<file path="config.mk">
export PLATFORM = sky130hd
export DESIGN_NAME = gate_event_encoder
export DESIGN_NICKNAME = d
export VERILOG_FILES = /design/src/rtl/gate_event_encoder_pkg.sv /design/src/rtl/gate_event_encoder_btn_debounce.sv /design/src/rtl/gate_event_encoder.sv
export SDC_FILE = /design/constraint.sdc
export NUM_CORES = 1
export LEC_CHECK = 0
export BUFFER_PORTS_ARGS = -buffer_cell sky130_fd_sc_hd__buf_4
export CORE_AREA = 2 2 60 104
export DETAILED_ROUTE_END_ITERATION = 12
export DIE_AREA = 0 0 62 106
export GPL_TIMING_DRIVEN = 0
export PLACE_DENSITY = 0.72
export SYNTH_ARGS = -nofsm -noshare
export SYNTH_HDL_FRONTEND = slang
export SYNTH_HIERARCHICAL = 1
export SYNTH_SLANG_ARGS = --single-unit
</file>
<file path="constraint.sdc">
create_clock -name clk -period 2.3 [get_ports clk]
set_input_delay 0.23 -clock clk [delete_from_list [all_inputs] [get_ports clk]]
set_output_delay 0.23 -clock clk [all_outputs]
set_load 0.02 [all_outputs]
</file>
<file path="src/rtl/gate_event_encoder_pkg.sv">
// Shared definitions for the gate event encoder: output FSM encoding,
// slot code width (common with the SPS core) and the arbitration helper.
package gate_event_encoder_pkg;

    localparam int SLOT_W = 2;

    typedef logic [SLOT_W-1:0] slot_t;

    typedef enum logic [1:0] {
        ST_IDLE       = 2'd0,
        ST_EMIT_ENTRY = 2'd1,
        ST_EMIT_EXIT  = 2'd2,
        ST_GAP        = 2'd3
    } state_e;

    // Fixed-priority pick between pending events: entry always wins over exit.
    function automatic state_e pick_next(input logic entry_pend, input logic exit_pend);
        if (entry_pend) begin
            return ST_EMIT_ENTRY;
        end
        if (exit_pend) begin
            return ST_EMIT_EXIT;
        end
        return ST_IDLE;
    endfunction

endpackage

</file>
<file path="src/rtl/gate_event_encoder_btn_debounce.sv">
// Button front end: 2-FF synchroniser, stability counter, debounced level
// and a registered one-cycle pulse on each accepted rising edge.
module gate_event_encoder_btn_debounce #(
    parameter int DEBOUNCE_CYCLES = 40000
) (
    input  logic clk,
    input  logic reset_in,
    input  logic raw_in,
    output logic rise
);

    localparam int            CW      = $clog2(DEBOUNCE_CYCLES);
    localparam logic [CW-1:0] CNT_MAX = CW'(DEBOUNCE_CYCLES - 1);

    logic [1:0]    sync_q, sync_d;
    logic [CW-1:0] cnt_q, cnt_d;
    logic          stable_q, stable_d;
    logic          rise_q, rise_d;

    // Shift the raw level through two flops, then track how long it has differed from the debounced level.
    always_comb begin
        // NOTE: every signal gets a default first so no path leaves it unassigned and infers a latch.
        sync_d   = {sync_q[0], raw_in};
        cnt_d    = '0;
        stable_d = stable_q;
        if (sync_q[1] != stable_q) begin
            // The threshold compare flips the level before the counter could ever pass CNT_MAX.
            if (cnt_q == CNT_MAX) begin
                stable_d = sync_q[1];
            end else begin
                cnt_d = cnt_q + 1'b1;
            end
        end
        rise_d = stable_d & ~stable_q;
    end

    // State register with synchronous reset; debounced level restarts at released.
    always_ff @(posedge clk) begin
        // NOTE: non-blocking assignments here so every flop samples the pre-edge value of its neighbours.
        if (reset_in) begin
            sync_q   <= '0;
            cnt_q    <= '0;
            stable_q <= 1'b0;
            rise_q   <= 1'b0;
        end else begin
            sync_q   <= sync_d;
            cnt_q    <= cnt_d;
            stable_q <= stable_d;
            rise_q   <= rise_d;
        end
    end

    assign rise = rise_q;

endmodule

</file>
<file path="src/rtl/gate_event_encoder.sv">
// Gate event encoder top: debounces the entry/exit buttons, keeps one pending
// event per button, captures the exit slot and serialises single-cycle pulses
// separated by a fixed idle gap.
module gate_event_encoder
    import gate_event_encoder_pkg::*;
#(
    parameter int DEBOUNCE_CYCLES = 40000,
    parameter int GAP_CYCLES      = 4
) (
    input  logic              clk,
    input  logic              reset_in,
    input  logic              entry_btn_raw,
    input  logic              exit_btn_raw,
    input  logic [SLOT_W-1:0] slot_sw_raw,
    output logic              entry_signal,
    output logic              exit_signal,
    output logic [SLOT_W-1:0] exit_slot,
    output logic              dropped
);

    localparam int            GW       = (GAP_CYCLES > 1) ? $clog2(GAP_CYCLES) : 1;
    localparam logic [GW-1:0] GAP_LAST = GW'(GAP_CYCLES - 1);

    slot_t         slot_sync1_q, slot_sync1_d;
    slot_t         slot_sync2_q, slot_sync2_d;
    logic          entry_rise, exit_rise;
    state_e        state_q, state_d;
    logic [GW-1:0] gap_cnt_q, gap_cnt_d;
    logic          entry_pend_q, entry_pend_d;
    logic          exit_pend_q, exit_pend_d;
    slot_t         slot_pend_q, slot_pend_d;
    slot_t         exit_slot_q, exit_slot_d;
    logic          dropped_q, dropped_d;
    logic          entry_signal_q, entry_signal_d;
    logic          exit_signal_q, exit_signal_d;
    logic          entry_take, exit_take;

    gate_event_encoder_btn_debounce #(
        .DEBOUNCE_CYCLES(DEBOUNCE_CYCLES)
    ) u_entry_db (
        .clk     (clk),
        .reset_in(reset_in),
        .raw_in  (entry_btn_raw),
        .rise    (entry_rise)
    );

    gate_event_encoder_btn_debounce #(
        .DEBOUNCE_CYCLES(DEBOUNCE_CYCLES)
    ) u_exit_db (
        .clk     (clk),
        .reset_in(reset_in),
        .raw_in  (exit_btn_raw),
        .rise    (exit_rise)
    );

    // Next-state logic: arbitrate pending events; the last gap cycle re-arbitrates directly so pulses sit GAP_CYCLES+1 edges apart.
    always_comb begin
        state_d   = state_q;
        gap_cnt_d = gap_cnt_q;
        unique case (state_q)
            ST_IDLE: begin
                state_d = pick_next(entry_pend_q, exit_pend_q);
            end
            ST_EMIT_ENTRY, ST_EMIT_EXIT: begin
                state_d   = ST_GAP;
                gap_cnt_d = '0;
            end
            ST_GAP: begin
                if (gap_cnt_q == GAP_LAST) begin
                    state_d = pick_next(entry_pend_q, exit_pend_q);
                end else begin
                    gap_cnt_d = gap_cnt_q + 1'b1;
                end
            end
            default: begin
                state_d = ST_IDLE;
            end
        endcase
    end

    // Output logic: pulses are registered from the state being entered, which also marks the event as taken.
    always_comb begin
        entry_take     = (state_d == ST_EMIT_ENTRY);
        exit_take      = (state_d == ST_EMIT_EXIT);
        entry_signal_d = entry_take;
        exit_signal_d  = exit_take;
    end

    // Event bookkeeping: pending flags, slot capture, exit_slot update and the sticky drop flag.
    always_comb begin
        // A rise in the same cycle its flag is being taken starts a fresh event rather than being dropped.
        entry_pend_d = (entry_pend_q & ~entry_take) | entry_rise;
        exit_pend_d  = (exit_pend_q & ~exit_take) | exit_rise;
        dropped_d    = dropped_q
                     | (entry_rise & entry_pend_q & ~entry_take)
                     | (exit_rise & exit_pend_q & ~exit_take);
        slot_pend_d  = slot_pend_q;
        if (exit_rise && !(exit_pend_q && !exit_take)) begin
            slot_pend_d = slot_sync2_q;
        end
        exit_slot_d  = exit_take ? slot_pend_q : exit_slot_q;
        // Slot bus is synchronised without gray coding: it is settled long before a debounced exit press samples it.
        slot_sync1_d = slot_sw_raw;
        slot_sync2_d = slot_sync1_q;
    end

    // State register: synchronous reset discards in-flight events and returns everything to idle.
    always_ff @(posedge clk) begin
        if (reset_in) begin
            state_q        <= ST_IDLE;
            gap_cnt_q      <= '0;
            entry_pend_q   <= 1'b0;
            exit_pend_q    <= 1'b0;
            slot_pend_q    <= '0;
            exit_slot_q    <= '0;
            dropped_q      <= 1'b0;
            entry_signal_q <= 1'b0;
            exit_signal_q  <= 1'b0;
            slot_sync1_q   <= '0;
            slot_sync2_q   <= '0;
        end else begin
            state_q        <= state_d;
            gap_cnt_q      <= gap_cnt_d;
            entry_pend_q   <= entry_pend_d;
            exit_pend_q    <= exit_pend_d;
            slot_pend_q    <= slot_pend_d;
            exit_slot_q    <= exit_slot_d;
            dropped_q      <= dropped_d;
            entry_signal_q <= entry_signal_d;
            exit_signal_q  <= exit_signal_d;
            slot_sync1_q   <= slot_sync1_d;
            slot_sync2_q   <= slot_sync2_d;
        end
    end

    assign entry_signal = entry_signal_q;
    assign exit_signal  = exit_signal_q;
    assign exit_slot    = exit_slot_q;
    assign dropped      = dropped_q;

endmodule

</file>
### After elaboration in Yosys (flattened, before gate mapping)

Index checks and enable logic that the tools add are counted.

| word-level totals | value |
|---|---|
| register bits after elaboration | 57 |
| input port bits | 6 |
| logic and storage cells | 85 |

| cells by class | value |
|---|---|
| add/sub/neg operators | 3 |
| eq/ne operators | 11 |
| multiplexer cells | 24 |
| bitwise operators | 18 |
| reductions and logical operators | 10 |

Operator list:

| kind | count |
|---|---|
| adder 16 x 1 -> 16 bit, second input constant | 2 |
| equality test 16 bit, second input constant | 2 |
| 2-to-1 mux 2 bit | 8 |
| 2-to-1 mux 1 bit | 14 |
| AND 1 bit | 8 |
| equality test 2 bit, second input constant | 4 |
| inverter 1 bit | 6 |
| case mux 2 bit (3 select lines) | 1 |
| OR reduction 3 bit | 2 |
| equality test 2 x 1 -> 1 bit, second input constant | 2 |
| bitwise OR 1 bit | 4 |
| case mux 2 bit (2 select lines) | 1 |
| adder 2 x 1 -> 2 bit, second input constant | 1 |
| logical AND 1 bit | 2 |
| zero test 1 bit | 2 |
| zero test 2 bit | 1 |
| inequality test 1 bit | 2 |
| inequality test 2 bit, second input constant | 1 |
| AND reduction 2 bit | 1 |
| nonzero test 2 bit | 1 |
| OR reduction 2 bit | 1 |

### Depth between registers and ports, before layout

Gate-level depths: netlist of run 1.

| logic depth | value |
|---|---|
| depth in word-level cells | 15 |
| gate-level depth with buffers | 7 |

### By module

The synthesis of run 1 kept the hierarchy.

By module, submodules not included:

| module | times used | cells each | area each (µm²) | sequential area each (µm²) |
|---|---|---|---|---|
| gate_event_encoder_btn_debounce | 2 | 88 | 864.6 | 400.4 |
| gate_event_encoder | 1 | 82 | 760.7 | 340.3 |

### Worst setup path before layout of run 1

OpenSTA, ideal clock, no wires.

| path | value |
|---|---|
| path type | register to register |
| start point | register state_q[0] |
| end point | register slot_pend_q[0] |
| arrival time | 1771 ps |
| path slack | 434 ps |
| cell stages (with the launch flop) | 7 |
| path buffers | 0 |
| cell sequence | dfxtp_1 inv_1 ha_1 and2b_4 a211o_4 or4_1 o311ai_1 |

| between the ends | value |
|---|---|
| word-level cells in the longest chain between the ends | 8 |

Ends and longest elaborated chain:

| item | RTL line | RTL |
|---|---|---|
| from (decl) | gate_event_encoder.sv:27 | `state_e state_q, state_d;` |
| from (signal assigned) | gate_event_encoder.sv:122 | `state_q <= state_d;` |
| equality test 2 x 1 -> 1 bit or equality test 2 bit (tied branches) | gate_event_encoder.sv:60 | `unique case (state_q)` |
| OR reduction 2 bit | gate_event_encoder.sv:60 |  |
| case mux 2 bit (3 select lines) * | gate_event_encoder.sv:60 |  |
| equality test 2 bit * | gate_event_encoder.sv:84 | `exit_take = (state_d == ST_EMIT_EXIT);` |
| zero test 1 bit * | gate_event_encoder.sv:98 | `if (exit_rise && !(exit_pend_q && !exit_take)) begin` |
| logical AND 1 bit * | gate_event_encoder.sv:98 |  |
| zero test 1 bit * | gate_event_encoder.sv:98 |  |
| logical AND 1 bit * | gate_event_encoder.sv:98 |  |
| to (signal assigned) | gate_event_encoder.sv:126 | `slot_pend_q <= slot_pend_d;` |
| to (decl) | gate_event_encoder.sv:31 | `slot_t slot_pend_q, slot_pend_d;` |

Every way passes the cells marked *; elsewhere a longest branch is shown, timed or not.
A chain may end at the register's enable or synchronous reset.

### Worst setup path in the final report of run 1

Ends and elaborated chain as after synthesis.

==> results of run 1 <==
## cell usage after synthesis, types with 3 or more instances
library cell  number
nand4_1           14
nand3_1           10
xor2_1            24
a21oi_1            5
ha_1               5
nor2_1            40
a31oi_1            3
and3_1             4
buf_6              4
inv_1              7
and3_2             4
and2_1             4
nand2_1            8
clkbuf_1           4
and4bb_2           3
dfxtp_1           57
xnor2_1            6
and4_1             4
nor2b_1           12
## power groups by stage
stage	Clock (mW)	Combinational, mW	Sequential (mW)
3_3_place_gp	0	0.0297	1.02
3_5_place_dp	0	0.0299	1.02
6_report	0.933	0.0293	0.998
4_1_cts	0.961	0.0300	0.998
2_1_floorplan	0	0.0165	1.02
5_1_grt	1.01	0.0327	0.998
## sequential cells by signal (all words and copies together), names as in the netlist
name,flops
u_exit_db/sync_q,2
state_q,2
u_exit_db/stable_q,1
u_entry_db/sync_q,2
slot_sync1_q,2
exit_signal,1
entry_signal,1
u_entry_db/stable_q,1
u_exit_db/rise,1
entry_pend_q,1
exit_slot,2
exit_pend_q,1
slot_pend_q,2
u_entry_db/cnt_q,16
u_entry_db/rise,1
dropped,1
gap_cnt_q,2
slot_sync2_q,2
u_exit_db/cnt_q,16
## final cells by class
cell class / count / area, um2 / area share (%)
Clock buffer: 10 / 138 / 4.80
Multi-Input combinational cell: 182 / 1240 / 43.2
Clock inverter: 6 / 67.6 / 2.36
Buffer: 12 / 85.1 / 2.97
Tap cell: 78 / 97.6 / 3.40
Inverter: 7 / 26.3 / 0.916
Timing Repair Buffer: 10 / 75.1 / 2.62
Sequential cell: 57 / 1140 / 39.8
## routing by layer
metal  share of wire [%]  track usage [%]  up-vias  wire (um)
met2                  53             25.4       17       2300
met1                  43             16.5      877       1880
met5                   0                0        -          0
met3                 2.3             4.74        4        100
met4                 1.7             8.05        0         72
li1                    -                -      943          -
## cell families (layout without fill, tap and decap cells)
group | after synthesis | count (layout) | share of synthesized area (%)
buffers and inverters | 19 | 45 | 4.47
DFF | 57 | 57 | 45.8
xor gates and xnor gates | 30 | 30 | 10.6
and+or+nand+nor | 122 | 122 | 28.9
adders and majority gates | 5 | 5 | 2.51
muxes | 2 | 2 | 0.804
AOI/OAI and AO/OA | 23 | 23 | 6.93
## stage by stage
stage | util, % | power [mW] | area (um2) | hold slack (ns)
finish | 49.6 | 1.96 | 2870 | 0.106
detailed placement | 46.0 | 1.05 | 2660 | 0.431
global placement | 46.0 | 1.05 | 2660 | 0.417
global route | 49.6 | 2.04 | 2870 | 0.0953
CTS | 49.6 | 1.99 | 2870 | 0.0928
floorplan | - | 1.04 | 2490 | 0.302
## final timing paths
| path | startpoint | endpoint | slack [ns] | cells after the start |
|---|---|---|---|---|
| setup reg to reg | state_q[0] | slot_pend_q[0] | 0.24 | 6 |
| hold / removal | exit_btn_raw | u_exit_db/sync_q[0] | 0.11 | 2 |
| hold reg to reg | u_exit_db/sync_q[0] | u_exit_db/sync_q[1] | 0.44 | 1 |
| setup / recovery | state_q[0] | slot_pend_q[0] | 0.24 | 6 |
## layout by cell type, fill, tap and decap left out, types with 5 or more instances in the layout
cell type and n:
ha_1 5, nand2_1 8, nand3_1 10, dfxtp_1 57
nand4_1 14, inv_1 7, clkbuf_8 10, nor2_1 40
nor2b_1 12, xor2_1 24, xnor2_1 6, buf_4 12
a21oi_1 5
## worst max-delay path: stages (launching register included)
cell and delay (ns):
dfxtp_1 0.37, inv_1 0.06, ha_1 0.24, a21o_1 0.22, a311oi_2 0.63, nor2_1 0.14
o311ai_1 0.29
==> impl_metrics.toml, run 1 <==
[drt]
vias = 1841
drtIter0Drc = 73
avgViaCountPerCell = 5.09
antenna_left = 0
detail_route.first_pass.iterations = 4
wl_per_cell_um = 12.0
drc_errors = 0
routed_wl_um = 4350

[placement]
io_buffers = 10
place_congestion = 0.736
dp_cells = 346
post-place-ws_ns = 0.274
post-dp-hpwl_um = 3050

[synth]
seq_area_frac_synth_pct = 45.8
async_flop_share_pct = 0
synth_cells = 258
synth.distinct_cells = 44
synth_flop_cell = "dfxtp_1"
yosysWarnings = 6
syn-num-nets = 269
synth-edff-count = 0
synth_top_area_cell = "dfxtp_1"
synth.area.top_cells = "dfxtp_1 46%, xor2_1 8.4%, nor2_1 6.0%, nand4_1 3.5%, nor2b_1 3.0%"
synth_top_area_share_pct = 45.8
syn_avg_cell_area_um2 = 9.65
ys_ff_latch = 57
syn_area_um2 = 2490

[clocking]
clk_latency_ns = 0.33
cts_tree = "yes"
clockRootBuffer = "clkbuf_8"
clk_pin_slew_ns = 0.07
cts_max_level = 3
cts_buffers = 9
post_cts_buffers = 0
holdBufCountCts = 0
cts_resized = 0
clk_path_buf_depth = 2
cts.sinks = 57

[layout]
diodes = 0
layout-drive-gt1-share_pct = 19.0
fin_nets = 290
area_delta_synth_final_pct = 15.2
fin_cells = 362
fill_cells = 558

[worst_setup_path]
crit_path_end_kind = "flop"
worstSetupPathType = "flop to flop"
crit_required_ns = 2.53
arrival_ns = 2.29
critPathMaxFanout = 9
cp-start-kind = "flop"

[pwr]
p_seq_share_pct = 50.9
power_switching_mw = 0.422
cellLeakagePower_nw = 1.09
clkPwrFrac_pct = 47.6
comb_power_share_pct = 1.5
p_int_mw = 1.54
peakVddDrop_uv = 438
p_per_area_nw_per_um2 = 684
sw_frac_of_total_pct = 21.5

[floorplanning]
core_um2 = 5790
die_x_um = 62
start_util_pct = 43.0
die-area_um2 = 6570
pin_count = 11
rows = 37
die_h_um = 106

[sta]
fmax_mhz = 486
layout_worst_path_cycle_share_pct = 89.4
final_hold_viol_count = 0
clock_skew_ns = 0.00721
finalSetupTns_ns = 0
setup_viol = 0
setup_slack_ns = 0.244
worst_pin_slew_ns = 0.657
rsz0062_at_grt = "false"
drv_slew = 0
slew_headroom_pct = 56.2
timing.final.crit_period_ns = 2.06

[job]
max_cap_violations = 0

[global_route]
grt_max_degree = 15
antenna_found_initial = 0
grt.total_usage_pct = 15.3
grt_pass1_vias = 1827
grt_overflow = 0
grt_pass1_wl_um = 7690

[min_path]
hold_class = "input port to flop"

[outcome]
status = "complete, no violations"
(Power assumes the default switching activity.)
==> run 2: changes to the inputs <==
Settings changed: PLACE_DENSITY 0.72 to 0.69, REMOVE_ABC_BUFFERS from default to 1, SETUP_SLACK_MARGIN from default to 0.02.
==> impl_metrics.toml, run 2 (synthesis gave the netlist of run 1 again) <==
[global_route]
grt_pass1_vias = 1713
grt_overflow = 0
grt_max_degree = 33
grt.total_usage_pct = 15.3
grt_pass1_wl_um = 7590
antenna_found_initial = 0

[pwr]
peakVddDrop_uv = 416
p_per_area_nw_per_um2 = 678
cellLeakagePower_nw = 1.04

[sta]
drv_slew = 0
final_hold_viol_count = 0
fmax_mhz = 494
finalSetupTns_ns = 0
layout_worst_path_cycle_share_pct = 88.1
setup_viol = 0
rsz0062_at_grt = "false"
worst_pin_slew_ns = 0.595
timing.final.crit_period_ns = 2.03
clock_skew_ns = 0.00630
slew_headroom_pct = 60.3

[floorplanning]
pin_count = 11
die_x_um = 62
die_h_um = 106
start_util_pct = 43.0
core_um2 = 5790
rows = 37
die-area_um2 = 6570

[layout]
fin_cells = 349
fill_cells = 557
area_delta_synth_final_pct = 10.8
final_common_cell = "dfxtp_1"
layout-drive-gt1-share_pct = 16.2
fin_nets = 278
postLayoutCellArea_um2 = 2760
mostFrequentLayoutCells = "57 x dfxtp_1, 40 x nor2_1, 24 x xor2_1"
diodes = 0
final_util_pct = 47.7
reg_top3 = "u_entry_db/cnt_q: 16 flops, u_exit_db/cnt_q: 16 flops"

[drt]
avgViaCountPerCell = 5.22
drc_errors = 0
vias = 1821
wl_per_cell_um = 12.2
drtIter0Drc = 51
detail_route.first_pass.iterations = 4
antenna_left = 0
routed_wl_um = 4250

[placement]
placed_area_um2 = 2580
place_congestion = 0.760
post-dp-hpwl_um = 2820
io_buffers = 10
dp_cells = 334

[clocking]
cts.sinks = 57
cts_resized = 0
cts_max_level = 3
post_cts_buffers = 0
cts_tree = "yes"
clockRootBuffer = "clkbuf_8"
holdBufCountCts = 0
cts_buffers = 9
clk_path_buf_depth = 2
clk_pin_slew_ns = 0.07
clk_latency_ns = 0.33

[worst_setup_path]
critPathMaxFanout = 8
crit_required_ns = 2.54
worstSetupPathType = "flop to flop"
arrival_ns = 2.27
worstRegToRegCells = 6
crit_path_end_kind = "flop"
cp-start-kind = "flop"

[outcome]
status = "complete, no violations"

[min_path]
hold_path_depth = 2
hold_class = "input port to flop"

[job]
max_cap_violations = 0
run 2: critical path, cell delays in order (launching register included):
cell and delay (ns):
dfxtp_1 0.39, inv_1 0.06, ha_1 0.32, and2b_4 0.19, a211o_4 0.35, or4_1 0.52
o311ai_1 0.10
run 2: final timing paths:
path	from	to	slack (ns)
worst max-delay path	state_q[0]	slot_pend_q[0]	0.27
worst min-delay path	entry_btn_raw	u_entry_db/sync_q[0]	0.11
worst max register to register	state_q[0]	slot_pend_q[0]	0.27
worst min register to register	slot_sync1_q[1]	slot_sync2_q[1]	0.44
run 2: cell type report:
| cell class | instances | area (um2) | area share (%) |
|---|---|---|---|
| inverter | 7 | 26.3 | 0.952 |
| multi-input combinational | 182 | 1240 | 44.9 |
| clock buffer | 13 | 169 | 6.12 |
| timing repair buffer | 10 | 75.1 | 2.72 |
| clock inverter | 2 | 12.5 | 0.454 |
| sequential | 57 | 1140 | 41.4 |
| tap | 78 | 97.6 | 3.54 |
run 2: where the power goes:
group | internal [mW] | total (mW) | switching (mW)
combinational | 0.0111 | 0.0258 | 0.0148
sequential | 0.995 | 0.998 | 0.00331
clock | 0.472 | 0.846 | 0.374
total | 1.48 | 1.87 | 0.392
run 2: routing by layer:
| metal | GRT usage, % | up-vias | share of wire [%] |
|---|---|---|---|
| met5 | 0 | - | 0 |
| met2 | 24.1 | 18 | 52 |
| met1 | 18.0 | 886 | 44 |
| li1 | - | 912 | - |
| met3 | 4.74 | 5 | 2.8 |
| met4 | 7.75 | 0 | 1.4 |
run 2: through the flow:
| step | setup WS [ns] | power, mW | hold slack, ns |
|---|---|---|---|
| floorplan | 0.434 | 1.03 | 0.299 |
| global placement | 0.338 | 1.05 | 0.419 |
| CTS | 0.274 | 1.90 | 0.0971 |
| global route | 0.0313 | 1.95 | 0.103 |
| detailed placement | 0.293 | 1.05 | 0.428 |
| finish | 0.274 | 1.87 | 0.110 |
